$ cat src/rtl/tt_seq_pkg.sv
// rtl/tt_seq_pkg.sv - shared types and sizes for the ternary weight-store sequencer
package tt_seq_pkg;

   localparam int MAX_IN_LEN  = 14;
   localparam int MAX_OUT_LEN = 7;
   localparam int WIDTH       = 2;
   localparam int ROW_W       = WIDTH * MAX_IN_LEN;
   localparam int ROW_BITS    = $clog2(MAX_OUT_LEN);
   localparam int LOAD_CYCLES = 2 * MAX_OUT_LEN;
   localparam int BEAT_W      = $clog2(LOAD_CYCLES);
   localparam int COUNT_W     = 4;

   typedef enum logic [1:0] {
      IDLE    = 2'd0,
      LOAD    = 2'd1,
      COMPUTE = 2'd2
   } state_t;

   // Beats 0..6 address the first half of rows 0..6, beats 7..13 the second half.
   function automatic logic [COUNT_W-1:0] beat_to_count(input logic [BEAT_W-1:0] beat);
      logic [BEAT_W-1:0] row;
      if (beat >= BEAT_W'(MAX_OUT_LEN)) begin
         row = beat - BEAT_W'(MAX_OUT_LEN);
         return {1'b1, row[ROW_BITS-1:0]};
      end else begin
         return {1'b0, beat[ROW_BITS-1:0]};
      end
   endfunction

endpackage

$ cat src/rtl/tt_modn_counter.sv
// rtl/tt_modn_counter.sv - modulo-N up counter with synchronous clear and wrap flag
module tt_modn_counter #(
   parameter int N = 7,
   parameter int W = 3
) (
   input  logic         clk,
   input  logic         rst,
   input  logic         clr,
   input  logic         inc,
   output logic [W-1:0] val,
   output logic         wrap
);

   assign wrap = inc && (val == W'(N - 1));

   // Count up on inc, returning to zero after N-1; clear has priority over inc.
   always_ff @(posedge clk) begin
      if (rst || clr) begin
         val <= '0;
      end else if (inc) begin
         val <= wrap ? '0 : val + W'(1);
      end
   end

endmodule

$ cat src/rtl/tt_um_seq_ctrl.sv
// rtl/tt_um_seq_ctrl.sv - load/compute sequencer for the rotating ternary weight store
module tt_um_seq_ctrl
   import tt_seq_pkg::*;
(
   input  logic                clk,
   input  logic                rst,
   input  logic                load_start,
   input  logic                in_valid,
   output logic                in_ready,
   output logic                ena,
   output logic [COUNT_W-1:0]  count,
   output logic                load_busy,
   output logic                load_done,
   output logic                weights_valid,
   output logic                row_valid,
   output logic [ROW_BITS-1:0] row_idx,
   output logic                acc_clear,
   output logic                out_valid
);

   state_t              state;
   state_t              state_nxt;
   logic [ROW_BITS-1:0] rot_ptr;
   logic                rot_wrap;
   logic [BEAT_W-1:0]   beat;
   logic                beat_wrap;
   logic                pending_load;
   logic                load_exit;
   logic                compute_done;

   // The store rotates whenever it is not loading, so rot_ptr advances in
   // lock-step; after a burst row 0 sits at the head again.
   tt_modn_counter #(.N(MAX_OUT_LEN), .W(ROW_BITS)) u_rot_ptr (
      .clk  (clk),
      .rst  (rst),
      .clr  (load_exit),
      .inc  (state != LOAD),
      .val  (rot_ptr),
      .wrap (rot_wrap)
   );

   tt_modn_counter #(.N(LOAD_CYCLES), .W(BEAT_W)) u_beat (
      .clk  (clk),
      .rst  (rst),
      .clr  (state != LOAD),
      .inc  (state == LOAD),
      .val  (beat),
      .wrap (beat_wrap)
   );

   assign load_exit    = (state == LOAD) && beat_wrap;
   // Entry only happens with rot_ptr at the last row, so the wrap marks row MAX_OUT_LEN-1.
   assign compute_done = (state == COMPUTE) && rot_wrap;

   // A vector is taken only when row 0 arrives at the head on the next cycle.
   assign in_ready  = (state == IDLE) && weights_valid && !load_start && !pending_load &&
                      (rot_ptr == ROW_BITS'(MAX_OUT_LEN - 1));
   assign row_idx   = rot_ptr;
   assign acc_clear = row_valid && (rot_ptr == '0);

   // State register.
   always_ff @(posedge clk) begin
      if (rst) begin
         state <= IDLE;
      end else begin
         state <= state_nxt;
      end
   end

   // Next-state selection and per-state store/MAC controls.
   always_comb begin
      state_nxt = state;
      ena       = 1'b0;
      count     = '0;
      load_busy = 1'b0;
      row_valid = 1'b0;
      case (state)
         IDLE: begin
            if (load_start || pending_load) begin
               state_nxt = LOAD;
            end else if (in_valid && in_ready) begin
               state_nxt = COMPUTE;
            end
         end
         LOAD: begin
            ena       = 1'b1;
            load_busy = 1'b1;
            count     = beat_to_count(beat);
            if (beat_wrap) begin
               state_nxt = IDLE;
            end
         end
         COMPUTE: begin
            row_valid = 1'b1;
            if (rot_wrap) begin
               state_nxt = IDLE;
            end
         end
         default: begin
            state_nxt = IDLE;
         end
      endcase
   end

   // Remember load requests that arrive while busy; consumed when the burst starts.
   always_ff @(posedge clk) begin
      if (rst) begin
         pending_load <= 1'b0;
      end else if ((state != IDLE) && load_start) begin
         pending_load <= 1'b1;
      end else if ((state == IDLE) && (state_nxt == LOAD)) begin
         pending_load <= 1'b0;
      end
   end

   // Completion flags and single-cycle done pulses.
   always_ff @(posedge clk) begin
      if (rst) begin
         weights_valid <= 1'b0;
         load_done     <= 1'b0;
         out_valid     <= 1'b0;
      end else begin
         if (load_exit) begin
            weights_valid <= 1'b1;
         end
         load_done <= load_exit;
         out_valid <= compute_done;
      end
   end

endmodule

$ cat config.mk
export PLATFORM = sky130hd
export DESIGN_NAME = tt_um_seq_ctrl
export DESIGN_NICKNAME = d
export VERILOG_FILES = /design/src/rtl/tt_seq_pkg.sv /design/src/rtl/tt_modn_counter.sv /design/src/rtl/tt_um_seq_ctrl.sv
export SDC_FILE = /design/constraint.sdc
export NUM_CORES = 1
export LEC_CHECK = 0
export CORE_UTILIZATION = 33
export CTS_BUF_LIST = sky130_fd_sc_hd__clkbuf_4 sky130_fd_sc_hd__clkbuf_8 sky130_fd_sc_hd__clkbuf_16
export DETAILED_ROUTE_END_ITERATION = 6
export PLACE_DENSITY_LB_ADDON = 0.12
export SKIP_CTS_REPAIR_TIMING = 1
export SYNTH_ARGS = -nofsm -noshare
export SYNTH_HDL_FRONTEND = slang
export SYNTH_SLANG_ARGS = --single-unit
$ cat constraint.sdc
create_clock -name clk -period 1.3 [get_ports clk]
set_input_delay 0.195 -clock clk [delete_from_list [all_inputs] [get_ports clk]]
set_output_delay 0.195 -clock clk [all_outputs]
set_load 0.005 [all_outputs]
# After elaboration in Yosys (flattened, before gate mapping)
# Cells that the tools add are included.
[word_totals] input_bits=4 register_bits=13 wordCells=51 out_inout_bits=15
[classes] reduce_logical=21 addsub=3 order_cmp=1 mux=13 n_eq_ne=6
[ops] op="$logic_and 1x1->1" n=12
[ops] op="$mux 4" n=3
[ops] op="$mux 2" n=4
[ops] op="$pmux 2 s3" n=1
[ops] op="$add 4x1->4 const B" n=1
[ops] op="$eq 2x1->1 const B" n=2
[ops] op="$eq 4x4->1 const B" n=1
[ops] op="$ge 4x3->1 const B" n=1
[ops] op="$mux 1" n=4
[ops] op="$reduce_bool 2->1" n=2
[ops] op="$add 3x1->3 const B" n=1
[ops] op="$eq 3x3->1 const B" n=1
[ops] op="$logic_not 3->1" n=1
[ops] op="$logic_or 1x1->1" n=3
[ops] op="$mux 3" n=1
[ops] op="$sub 3x3->3 const B" n=1
[ops] op="$eq 2x2->1 const B" n=1
[ops] op="$logic_not 1->1" n=2
[ops] op="$logic_not 2->1" n=1
[ops] op="$ne 2x1->1 const B" n=1

# Depth between registers and ports, before layout
# Gate-level depths: netlist of the first run.
[logic_depth] ltp_word=13 mapped_depth=5

# Cells and area by module
# Synthesis of the first run repeated with hierarchy kept, for this count alone.
[hier_totals] cells_unflattened=75 area_unflattened_um2=693.2
[by_module_without_submodules] mod="tt_um_seq_ctrl" cells_each=37 instances=1 area_per_inst_um2=317.8
[by_module_without_submodules] mod="tt_modn_counter (u_beat)" cells_each=22 instances=1 area_per_inst_um2=214.0
[by_module_without_submodules] mod="tt_modn_counter (u_rot_ptr)" cells_each=16 instances=1 area_per_inst_um2=161.4

# Least setup slack after synthesis of the first run
# Ideal clock, no wire load.
[synth_path] path_type="register to register" start="register u_rot_ptr.val[0]" end="register u_rot_ptr.val[2]" t_required_ps=1209 period_less_slack_ps=1340 stages_incl_launch_ff=5 t_arrival_ps=1249 n_path_buf=0 setup_slack_ps=-40 path_cell_list="dfxtp_1 > inv_1 > ha_1 > or3_1 > a311oi_1"
[synth_via] elab_chain_cells=3 word_cells_on_any_way=4 classes_between="add/sub (1); eq/ne (1); mux (1); reduce/logical (1)"
[synth_rtl] item="start: declaration" line_no="tt_modn_counter.sv:10" text="output logic [W-1:0] val,"
[synth_rtl] item="start signal: assignment" line_no="tt_modn_counter.sv:21" text="val <= wrap ? '0 : val + W'(1);"
[synth_rtl] item="branches (longest 2 deep; another with $add 3x1->3)"
[synth_rtl] item="$mux 3 *" line_no="tt_modn_counter.sv:21"
# Mark *: on every way between the ends.
# A chain may end at the register's enable or synchronous reset.

# Worst setup path in the final report of the first run
[layout_path] start="register u_beat.val[1]" end="output port count[1]"
[layout_via] elab_chain_cells=3 word_cells_on_any_way=4 classes_between="add/sub (1); order compare (1); mux (2)"
[layout_rtl] item="start: declaration" line_no="tt_modn_counter.sv:10"
[layout_rtl] item="start signal: assignment" line_no="tt_modn_counter.sv:21"
[layout_rtl] item="$ge 4x3->1 or $sub 3x3->3 (tied branches)" line_no="tt_seq_pkg.sv:22, tt_seq_pkg.sv:23"
[layout_rtl] item="$mux 4 *" line_no="tt_seq_pkg.sv:22" text="if (beat >= BEAT_W'(MAX_OUT_LEN)) begin"
[layout_rtl] item="$mux 4 *" line_no="tt_um_seq_ctrl.sv:77" text="case (state)"
[layout_rtl] item="end: declaration" line_no="tt_um_seq_ctrl.sv:11" text="output logic [COUNT_W-1:0] count,"
# Every way passes the cells marked *; elsewhere a longest branch is shown, timed or not.

==> metrics.md, run 1 <==
| Metric | Value |
|---|---|
| Status | `finished, violations left` |
| Failing checks | `negative setup slack` |
| Gr usage total | `16.4%` |
| Drt initial violations | `1` |
| # fillers | `158` |
| Sequential-to-total area share from yosys stat | `40.5%` |
| Yosys cell types | `31` |
| Wire per inst | `12.3 um` |
| Post-synthesis compound-gate area fraction | `9.53%` |
| Relative max-transition margin | `74.8%` |
| Crit end category | `primary output` |
| ANT nets after route | `0` |
| Vias in the first global route | `586` |
| Multi-input logic area | `462 um2` |
| Die W | `46.1 um` |
| PwrDens | `748 mW/mm2` |
| Critical path class | `reg2out` |
| Register area | `273 um2` |
| Vias per cell | `4.68` |
| Non-filler cells, final | `149` |
| Mapped Cells | `73` |
| I/O Pins | `19` |
| Slew Limit Fails | `0` |
| Post-Synth XOR/XNOR Area | `4.09%` |
| Final Critical Period | `1.63 ns` |
| Post-route DRC | `0` |
| Synth Cell Area | `643 um2` |
| Crit Path Max Fanout | `3` |
| Synth top cells by count | `dfxtp_1, nor2_1, ha_1, nand3_1, nor3_1` |
| Initial antenna violation count | `0` |
| Largest cells by area after synthesis | `dfxtp_1, ha_1, nor2_1, nand3_1, nor3_1` |
| Adder-Cell Fraction of Synth Area | `9.73%` |
| Buffers on Ports | `18` |
| Critical Path Max Stage Delay | `0.35 ns` |
| CTS tree | `yes` |
| Multiplexer area fraction after synthesis | `1.75%` |
| Hold/Removal Path Class | `reg2reg` |
| Via count | `697` |
| Synth warn | `0` |
| Top cell type by total area after synthesis | `dfxtp_1` |
| Share of cells above drive strength 1 | `61.3%` |
| Register bit total from synthesis | `13` |
| Achievable Freq | `0.615 GHz` |
| Final nets | `134` |
| Top-area cell type share of the netlist area | `40.5%` |
| Buf/Inv on CP | `2` |
| Core Box Area | `0.00178 mm2` |
| CP top delay family | `compound AO/OA/AOI/OAI gates` |
| WP data arrival | `1.43 ns` |
| Chip height | `46.1 um` |
| Num Clock Sinks | `13` |
| Clk_lat worst skew | `0.28 ns` |
| CTS Root Cell | `clkbuf_4` |
| Largest family of logic cells by synthesized area | `simple AND/OR/NAND/NOR gates` |
| FP Rows | `15` |
| Area growth, synth to finish | `91.1%` |
| Share of synthesized registers carrying an async set or reset | `0%` |
| DRT Pass-1 Iters | `3` |
| First-pass GRT wire length | `2440 um` |
| Max Buffers Root-to-Sink | `2` |
| Largest net degree at the start of global routing | `10` |
| Max cap viols | `0` |
| Mean area per synthesized cell | `8.81 um2` |
| Clock skew | `0.00265 ns` |
| CP max stage cell | `dfxtp_2` |
| RSZ-0062 raised after global routing | `true` |
| Leakage | `0.646 nW` |
| Synth Area in Simple Gates | `28.2%` |
| Total power | `0.919 mW` |
| Fin. Hold Viols | `0` |
| Clk pin slew, worst setup/hold paths | `0.09 ns` |
| CP Launch Type | `flop` |
| Final setup viols | `13` |
| Crit path cell chain | `ha_4, a21o_1, buf_4, a211oi_2, buf_2` |
| Initial Util | `36.1%` |
| Pre-CTS setup slack | `-0.417 ns` |
| Placed Cells | `136` |
| Num CTS Buffers | `3` |
| Tcrit/Tclk final | `125%` |
| Total wire length | `1830 um` |
| CTS H-Tree Depth | `1` |
| Worst reg-to-reg setup slack | `-0.15 ns` |
| Grt ovf | `0` |
| CP required | `1.11 ns` |
| Antenna cells | `0` |
| Post-synth EDFFs | `0` |
| Measured slew at the worst slew-check pin | `0.375 ns` |
| Cell with the most instances after synthesis | `dfxtp_1` |
| Setup ws final | `-0.326 ns` |
| Die ar. | `0.00213 mm2` |
| Post-Syn Nets | `82` |
| Most used DFF post-synth | `dfxtp_1` |
| RD Place Congestion | `0.736` |
| VDD IR-drop max | `0.000609 V` |
| Post-detail-place hpwl | `1170 um` |
## path summary, 6_finish.rpt
| path | from | end | depth (start not counted) |
|---|---|---|---|
| worst max-delay path | u_beat.val[1]$_SDFFE_PP0P_ | count[1] | 5 |
| worst min-delay path | state[1]$_SDFF_PP0_ | state[0]$_SDFF_PP0_ | 2 |
| worst max register to register | u_beat.val[0]$_SDFFE_PP0P_ | u_rot_ptr.val[0]$_SDFFE_PP0N_ | 5 |
| worst min register to register | state[1]$_SDFF_PP0_ | state[0]$_SDFF_PP0_ | 2 |
## sequential cells by signal, summed over array words and instances (netlist names)
register,count
out_valid,1
weights_valid,1
load_done,1
u_beat.val,4
u_rot_ptr.val,3
state,2
pending_load,1
## logic make-up after synthesis
logic type	after synthesis
simple gates	35
flops	13
compound gates	9
buf+inv	7
fa+ha+maj	5
xor+xnor	3
mux	1
## metrics by stage
| stage | area (um2) | setup TNS [ns] | util [%] | hold WS [ns] |
|---|---|---|---|---|
| finish | 1230 | -2.09 | 68.9 | 0.540 |
| global route | 1230 | -2.84 | 68.9 | 0.558 |
| CTS | 1050 | -6.57 | 58.7 | 0.536 |
| detailed placement | 1020 | -3.10 | 57.2 | 0.522 |
| global placement | 1020 | -2.97 | 57.2 | 0.522 |
| floorplan | 646 | 0 | - | 0.415 |
## placed cells by master (no fill, tap or decap), drive strengths merged, types with 2 or more instances in the layout
cell type,count
and3,2
nor3,5
clkbuf,7
nand2,3
or3,2
xnor2,2
nor2,11
ha,5
nand3,5
clkdlybuf4s50,3
dfxtp,13
inv,4
dlymetal6s2s,7
buf,36
a21oi,3
## per-layer routing
layer	vias up	global-route usage, %	part of all wire (%)
met1	328	19.8	42
met3	2	3.53	2.8
met2	10	27.0	55
li1	357	-	-
met4	0	8.82	0.82
met5	-	0	0
## final cells by class
class,count,share of cell area [%]
Clock buffer,3,1.83
Clock inverter,1,0.407
Inverter,4,1.43
Multi-Input combinational cell,53,37.6
Sequential cell,13,22.2
Tap cell,25,2.55
Timing Repair Buffer,50,34.0
## power by group
part           total (mW)  internal [mW]  leakage [nW]  switching (mW)
clock               0.263          0.114        0.0177           0.149
sequential          0.427          0.415         0.109          0.0112
combinational       0.230          0.133         0.519          0.0966
## worst reg2reg max path, cell delays in order, from the launching register on
cell and delay (ns):
dfxtp_2 0.34, buf_4 0.15, ha_2 0.18, and3_4 0.17, or3_4 0.42, o21ai_2 0.12
No activity file was read; power rests on OpenSTA's default activity.
==> inputs of run 2 (changes only) <==
--- a/config.mk
+++ b/config.mk
@@ -8,6 +8,7 @@
 export CORE_UTILIZATION = 33
 export CTS_BUF_LIST = sky130_fd_sc_hd__clkbuf_4 sky130_fd_sc_hd__clkbuf_8 sky130_fd_sc_hd__clkbuf_16
 export DETAILED_ROUTE_END_ITERATION = 6
+export DONT_BUFFER_PORTS = 1
 export PLACE_DENSITY_LB_ADDON = 0.12
 export SKIP_CTS_REPAIR_TIMING = 1
 export SYNTH_ARGS = -nofsm -noshare
==> constraint.sdc (replaced) <==
create_clock -name clk -period 1.3 [get_ports clk]
set_input_delay 0.195 -clock clk [delete_from_list [all_inputs] [get_ports clk]]
set_output_delay 0.195 -clock clk [all_outputs]
set_load 0.02 [all_outputs]
==> run 2 against run 1 <==
Effect of this change: the flow still finishes with violations (negative setup slack); worst setup slack improved by 0.029 ns; hold slack got worse by 0.46 ns; clock-buffer cell count did not move; highest routed layer unchanged; power down 2.6%; global-route usage shrank 1.1 points; clock power about the same; final cell count fell by 21%; combinational power is 15% lower; fmax grew 1.8%; non-clock buffer count decreased by 32; largest power group unchanged; sequential power increased by 2%; utilization is 13 points lower.
==> metrics.md, run 2 (synthesis results as in run 1) <==
| Metric | Value |
|---|---|
| Status | `finished, violations left` |
| Failing checks | `negative setup slack` |
| CP max stage cell | `dfxtp_4` |
| DRT Pass-1 Iters | `4 (+1)` |
| Crit Path Max Fanout | `4 (+1)` |
| Hold endpoint | `u_rot_ptr.val[0]$_SDFFE_PP0N_` |
| VDD IR-drop max | `0.000423 V (-31%)` |
| Commonest non-fill, non-tap cell in the layout | `buf_4` |
| Num CTS Buffers | `3 (unchanged)` |
| Via count | `594 (-15%)` |
| Worst flop-to-flop path startpoint | `u_beat.val[1]$_SDFFE_PP0P_` |
| Fin. Hold Viols | `0 (unchanged)` |
| Post-detail-place hpwl | `1110 um (-4.9%)` |
| Final Core Density | `55.4% (-13 points)` |
| Buffers on Ports | `0 (-18)` |
| Largest Register | `u_beat.val` |
| Critical Path Max Stage Delay | `0.37 ns (+0.02 ns)` |
| Max FFs per register | `4 (unchanged)` |
| PwrDens | `906 mW/mm2 (+21%)` |
| Largest net degree at the start of global routing | `11 (+1)` |
| Top Registers | `u_beat.val (4), u_rot_ptr.val (3), state (2)` |
| ANT nets after route | `0 (unchanged)` |
| Share of cells above drive strength 1 | `52.2% (-9.1 points)` |
| Critical path class | `reg2out` |
| CP Launch Type | `flop` |
| RSZ-0062 raised after global routing | `true` |
| Worst reg2reg endpoint | `u_beat.val[2]$_SDFFE_PP0P_` |
| Gr usage total | `15.3% (-1.1 points)` |
| Num Clock Sinks | `13 (unchanged)` |
| Most frequent cells in the layout | `buf_4, nor2_1, dfxtp_1` |
| Clock skew | `0.00462 ns (+0.00197 ns)` |
| Achievable Freq | `0.626 GHz (+1.8%)` |
| Clk_lat worst skew | `0.29 ns (about the same)` |
| Max cap viols | `0 (unchanged)` |
| CTS Root Cell | `clkbuf_4` |
| Max Buffers Root-to-Sink | `2 (unchanged)` |
| Crit end category | `primary output` |
| Clk pin slew, worst setup/hold paths | `0.09 ns (about the same)` |
| Relative max-transition margin | `72.7% (-2.1 points)` |
| Die ar. | `0.00213 mm2 (unchanged)` |
| Vias per cell | `5.08 (+8.5%)` |
| Hold Path Depth | `3 (+1)` |
| Hold/Removal Path Class | `in2reg` |
| Drt initial violations | `7 (+6)` |
| # fillers | `166 (+5.1%)` |
| Final setup viols | `12 (-1)` |
| CTS tree | `yes` |
| Wire per inst | `13.6 um (+10%)` |
| Initial Util | `36.1% (unchanged)` |
| Crit path cell chain | `ha_4, a21o_4, a211oi_4` |
| WP data arrival | `1.40 ns (-0.03 ns)` |
| CTS H-Tree Depth | `1 (unchanged)` |
| Core Box Area | `0.00178 mm2 (unchanged)` |
| CP top delay family | `compound AO/OA/AOI/OAI gates` |
| Leakage | `0.377 nW (-42%)` |
| Buf/Inv on CP | `0 (-2)` |
| Final Critical Period | `1.60 ns (-0.0286 ns)` |
| Worst reg-to-reg setup slack | `-0.11 ns (+0.04 ns)` |
| HP Start | `rst` |
| Total wire length | `1590 um (-13%)` |
| Grt ovf | `0 (unchanged)` |
| Slew Limit Fails | `0 (unchanged)` |
| Setup ws final | `-0.297 ns (+0.0286 ns)` |
| CP required | `1.11 ns (about the same)` |
| Vias in the first global route | `501 (-15%)` |
| Cells on worst reg2reg path | `5 (unchanged)` |
| Chip height | `46.1 um (unchanged)` |
| Area growth, synth to finish | `53.7%` |
| Antenna cells | `0 (unchanged)` |
| Pre-CTS setup slack | `-0.198 ns (+0.219 ns)` |
| RD Place Congestion | `0.827 (+12%)` |
| Measured slew at the worst slew-check pin | `0.408 ns (+0.0332 ns)` |
| First-pass GRT wire length | `2260 um (-7.6%)` |
| Final nets | `102 (-24%)` |
| Initial antenna violation count | `0 (unchanged)` |
| Final hold slack | `0.0814 ns (-0.459 ns)` |
| Post-route DRC | `0 (unchanged)` |
| Die W | `46.1 um (unchanged)` |
| Tcrit/Tclk final | `123% (-2.2 points)` |
| FP Rows | `15 (unchanged)` |
| I/O Pins | `19 (unchanged)` |
==> run 2: power by group <==
part           internal (mW)  leakage (nW)  switching, mW  total, mW
logic                 0.0929         0.251          0.102      0.195
clock network          0.114        0.0177          0.152      0.266
registers              0.414         0.109         0.0206      0.434
==> run 2: through the flow <==
stage | std cells | TNS [ns] | cell area, um2 | power (mW)
2_1_floorplan | 73 | 0 | 676 | 0.530
4_1_cts | 115 | -2.25 | 832 | 0.838
5_1_grt | 117 | -2.48 | 988 | 0.951
6_report | 117 | -1.70 | 988 | 0.895
3_5_place_dp | 111 | -0.383 | 805 | 0.580
3_3_place_gp | 111 | -0.168 | 805 | 0.577
==> run 2: metal layers <==
layer / global-route usage, % / up-vias / share of wire [%]
met5: 0 / - / 0
met4: 8.82 / 0 / 1.7
met3: 3.92 / 4 / 5.4
met2: 23.4 / 18 / 47
met1: 19.3 / 283 / 45
li1: - / 289 / -
==> run 2: worst reg2reg max path, delay by kind of cell (launching register included) <==
family | cells | cell delay, ns
buffers and inverters | 1 | 0.05
DFF | 1 | 0.38
and+or+nand+nor | 3 | 0.72
adders and majority gates | 1 | 0.19
==> run 2: area by class of cell <==
type	count	area, um2	area share (%)
clock inverter	1	5.00	0.506
clock buffer	3	22.5	2.28
multi-input combinational	53	473	47.8
timing repair buffer	18	164	16.6
sequential	13	273	27.6
tap	25	31.3	3.16
inverter	4	20.0	2.03
==> run 2: how the worst max path moves through the flow <==
stage / from / to / slack (ns) / cells past startpoint
floorplan: u_beat.val[0]$_SDFFE_PP0P_ / count[1] / 0.003 / 4
global placement: u_beat.val[1]$_SDFFE_PP0P_ / u_beat.val[2]$_SDFFE_PP0P_ / -0.07 / 5
detailed placement: u_beat.val[1]$_SDFFE_PP0P_ / state[0]$_SDFF_PP0_ / -0.20 / 5
CTS: u_beat.val[1]$_SDFFE_PP0P_ / count[1] / -0.35 / 4
global route: u_beat.val[0]$_SDFFE_PP0P_ / count[1] / -0.36 / 4
finish: u_beat.val[1]$_SDFFE_PP0P_ / count[1] / -0.30 / 3
==> inputs of run 3 (changes only) <==
--- a/config.mk
+++ b/config.mk
@@ -5,7 +5,7 @@
 export SDC_FILE = /design/constraint.sdc
 export NUM_CORES = 1
 export LEC_CHECK = 0
-export CORE_UTILIZATION = 33
+export CORE_UTILIZATION = 38
 export CTS_BUF_LIST = sky130_fd_sc_hd__clkbuf_4 sky130_fd_sc_hd__clkbuf_8 sky130_fd_sc_hd__clkbuf_16
 export DETAILED_ROUTE_END_ITERATION = 6
 export DONT_BUFFER_PORTS = 1
==> run 3 against run 2 <==
Effect of this change: critical path type unchanged; worst setup slack improved by 0.038 ns; final area up 5.8%; final cell count down 3.4%; the run still ends with negative setup slack left; largest cell class unchanged; combinational power is 8% higher; via count unchanged; utilization rose by 12 points; critical endpoint is now count[2]; power grew 1.7%; critical path depth up 1; routed wire length is 1.3% lower.
==> metrics.md, run 3 (synthesis results as in run 1) <==
| Metric | Value |
|---|---|
| Chip height | `43.1 um (-6.5%)` |
| Crit path cell chain | `ha_4, buf_4, mux2_2, nor2_4` |
| First-pass GRT wire length | `2400 um (+6.4%)` |
| Largest net degree at the start of global routing | `11 (unchanged)` |
| FP Rows | `14 (-1)` |
| VDD IR-drop max | `0.000654 V (+55%)` |
| Final Core Density | `67.9% (+12 points)` |
| Leakage | `0.401 nW (+6.2%)` |
| I/O Pins | `19 (unchanged)` |
| Initial antenna violation count | `0 (unchanged)` |
| Area growth, synth to finish | `62.6%` |
| Drt initial violations | `7 (unchanged)` |
| Top Registers | `u_beat.val (4), u_rot_ptr.val (3), state (2)` |
| DRT Pass-1 Iters | `4 (unchanged)` |
| ANT nets after route | `0 (unchanged)` |
| CP Launch Type | `flop` |
| Tcrit/Tclk final | `120% (-2.9 points)` |
| CP top delay family | `flip-flops` |
| Final setup viols | `13 (+1)` |
| Fin. Hold Viols | `0 (unchanged)` |
| Achievable Freq | `0.641 GHz (+2.4%)` |
| Measured slew at the worst slew-check pin | `0.411 ns (+0.00267 ns)` |
| Slew Limit Fails | `0 (unchanged)` |
| Die ar. | `0.00186 mm2 (-13%)` |
| WP data arrival | `1.36 ns (-0.04 ns)` |
| Most frequent cells in the layout | `buf_4, nor2_1, dfxtp_1` |
| CTS tree | `yes` |
| Largest Register | `u_beat.val` |
| CP max stage cell | `dfxtp_2` |
| HP Start | `rst` |
| Total wire length | `1570 um (-1.3%)` |
| Failing checks | `negative setup slack` |
| CTS Root Cell | `clkbuf_4` |
| Max FFs per register | `4 (unchanged)` |
| Num CTS Buffers | `3 (unchanged)` |
| Buf/Inv on CP | `1 (+1)` |
| Hold endpoint | `u_rot_ptr.val[0]$_SDFFE_PP0N_` |
| Via count | `594 (unchanged)` |
| Grt ovf | `0 (unchanged)` |
| Max Buffers Root-to-Sink | `2 (unchanged)` |
| Vias in the first global route | `543 (+8.4%)` |
| Vias per cell | `5.26 (+3.5%)` |
| Crit Path Max Fanout | `4 (unchanged)` |
| Post-detail-place hpwl | `1030 um (-7.7%)` |
| Worst reg-to-reg setup slack | `-0.09 ns (+0.02 ns)` |
| Gr usage total | `17.7% (+2.3 points)` |
| Buffers on Ports | `0 (unchanged)` |
| RSZ-0062 raised after global routing | `true` |
| RD Place Congestion | `0.793 (-4.1%)` |
| Die W | `43.1 um (-6.5%)` |
| Clock skew | `0.00185 ns (-0.00277 ns)` |
| Max cap viols | `0 (unchanged)` |
| Clk pin slew, worst setup/hold paths | `0.07 ns (-0.02 ns)` |
| Worst reg2reg endpoint | `u_rot_ptr.val[0]$_SDFFE_PP0N_` |
| Final Critical Period | `1.56 ns (-0.0381 ns)` |
| Commonest non-fill, non-tap cell in the layout | `buf_4` |
| Setup ws final | `-0.259 ns (+0.0381 ns)` |
| Critical Path Max Stage Delay | `0.35 ns (-0.02 ns)` |
| TNS Setup | `-1.51 ns (+0.190 ns)` |
| CP required | `1.11 ns (about the same)` |
| Status | `finished, violations left` |
| Num Clock Sinks | `13 (unchanged)` |
| Antenna cells | `0 (unchanged)` |
| Post-route DRC | `0 (unchanged)` |
| Hold/Removal Path Class | `in2reg` |
| Worst flop-to-flop path startpoint | `u_beat.val[1]$_SDFFE_PP0P_` |
| Final hold slack | `0.101 ns (+0.0197 ns)` |
| Share of cells above drive strength 1 | `58.8% (+6.6 points)` |
| Hold Path Depth | `3 (unchanged)` |
| Core Box Area | `0.00154 mm2 (-14%)` |
| Cells on worst reg2reg path | `5 (unchanged)` |
| Crit end category | `primary output` |
| Wire per inst | `13.9 um (+2.2%)` |
| Critical path class | `reg2out` |
| Clk_lat worst skew | `0.27 ns (-0.02 ns)` |
| Final nets | `107 (+4.9%)` |
| CTS H-Tree Depth | `1 (unchanged)` |
| PwrDens | `870 mW/mm2 (-3.9%)` |
| Relative max-transition margin | `72.5% (-0.18 points)` |
| Initial Util | `41.7% (+5.7 points)` |
==> run 3: cell types whose count changed in the layout (fill, tap and decap cells not counted), sizes merged <==
cell    previous run  this run
clkinv             1         0
buf               17        22
clkbuf             3         4
==> run 3: how the worst max path moves through the flow <==
stage	start	end	cells after the start
6_report	u_beat.val[0]$_SDFFE_PP0P_	count[2]	4
4_1_cts	u_beat.val[0]$_SDFFE_PP0P_	count[2]	4
5_1_grt	u_beat.val[1]$_SDFFE_PP0P_	count[1]	3
3_3_place_gp	u_beat.val[1]$_SDFFE_PP0P_	u_beat.val[2]$_SDFFE_PP0P_	5
2_1_floorplan	u_beat.val[0]$_SDFFE_PP0P_	count[1]	4
3_5_place_dp	u_beat.val[1]$_SDFFE_PP0P_	u_beat.val[2]$_SDFFE_PP0P_	5
==> run 3: area by class of cell <==
cell class,instances,area (um2)
timing repair buffer,23,205
tap,16,20.0
multi-input combinational,53,498
fill,124,495
clock buffer,4,30.0
sequential,13,273
inverter,4,20.0
==> run 3: power breakdown <==
| part | internal, mW | switching [mW] | total [mW] |
|---|---|---|---|
| sequential | 0.415 | 0.0213 | 0.437 |
| clock | 0.140 | 0.124 | 0.263 |
| combinational | 0.106 | 0.105 | 0.210 |
| total | 0.661 | 0.250 | 0.910 |
==> run 3: layer usage <==
metal / routed length [um] / share of wire (%) / track usage (%) / vias to the layer above
li1: - / - / - / 302
met1: 669 / 43 / 22.4 / 269
met2: 756 / 48 / 25.1 / 19
met3: 114 / 7.3 / 8.51 / 4
met4: 25 / 1.6 / 7.88 / 0
met5: 0 / 0 / 0 / -
==> run 3: through the flow <==
step	area (um2)	cells	total power, mW	worst slack, ns
floorplan	676	73	0.530	0.00291
global placement	816	105	0.579	-0.0650
detailed placement	816	105	0.579	-0.0795
CTS	846	109	0.850	-0.336
global route	1050	113	0.966	-0.317
finish	1050	113	0.910	-0.259
==> run 3: worst min-delay path, cell delays in order <==
cell and delay [ns]:
nor2_1 0.02, nand3_1 0.08, o21ai_2 0.05
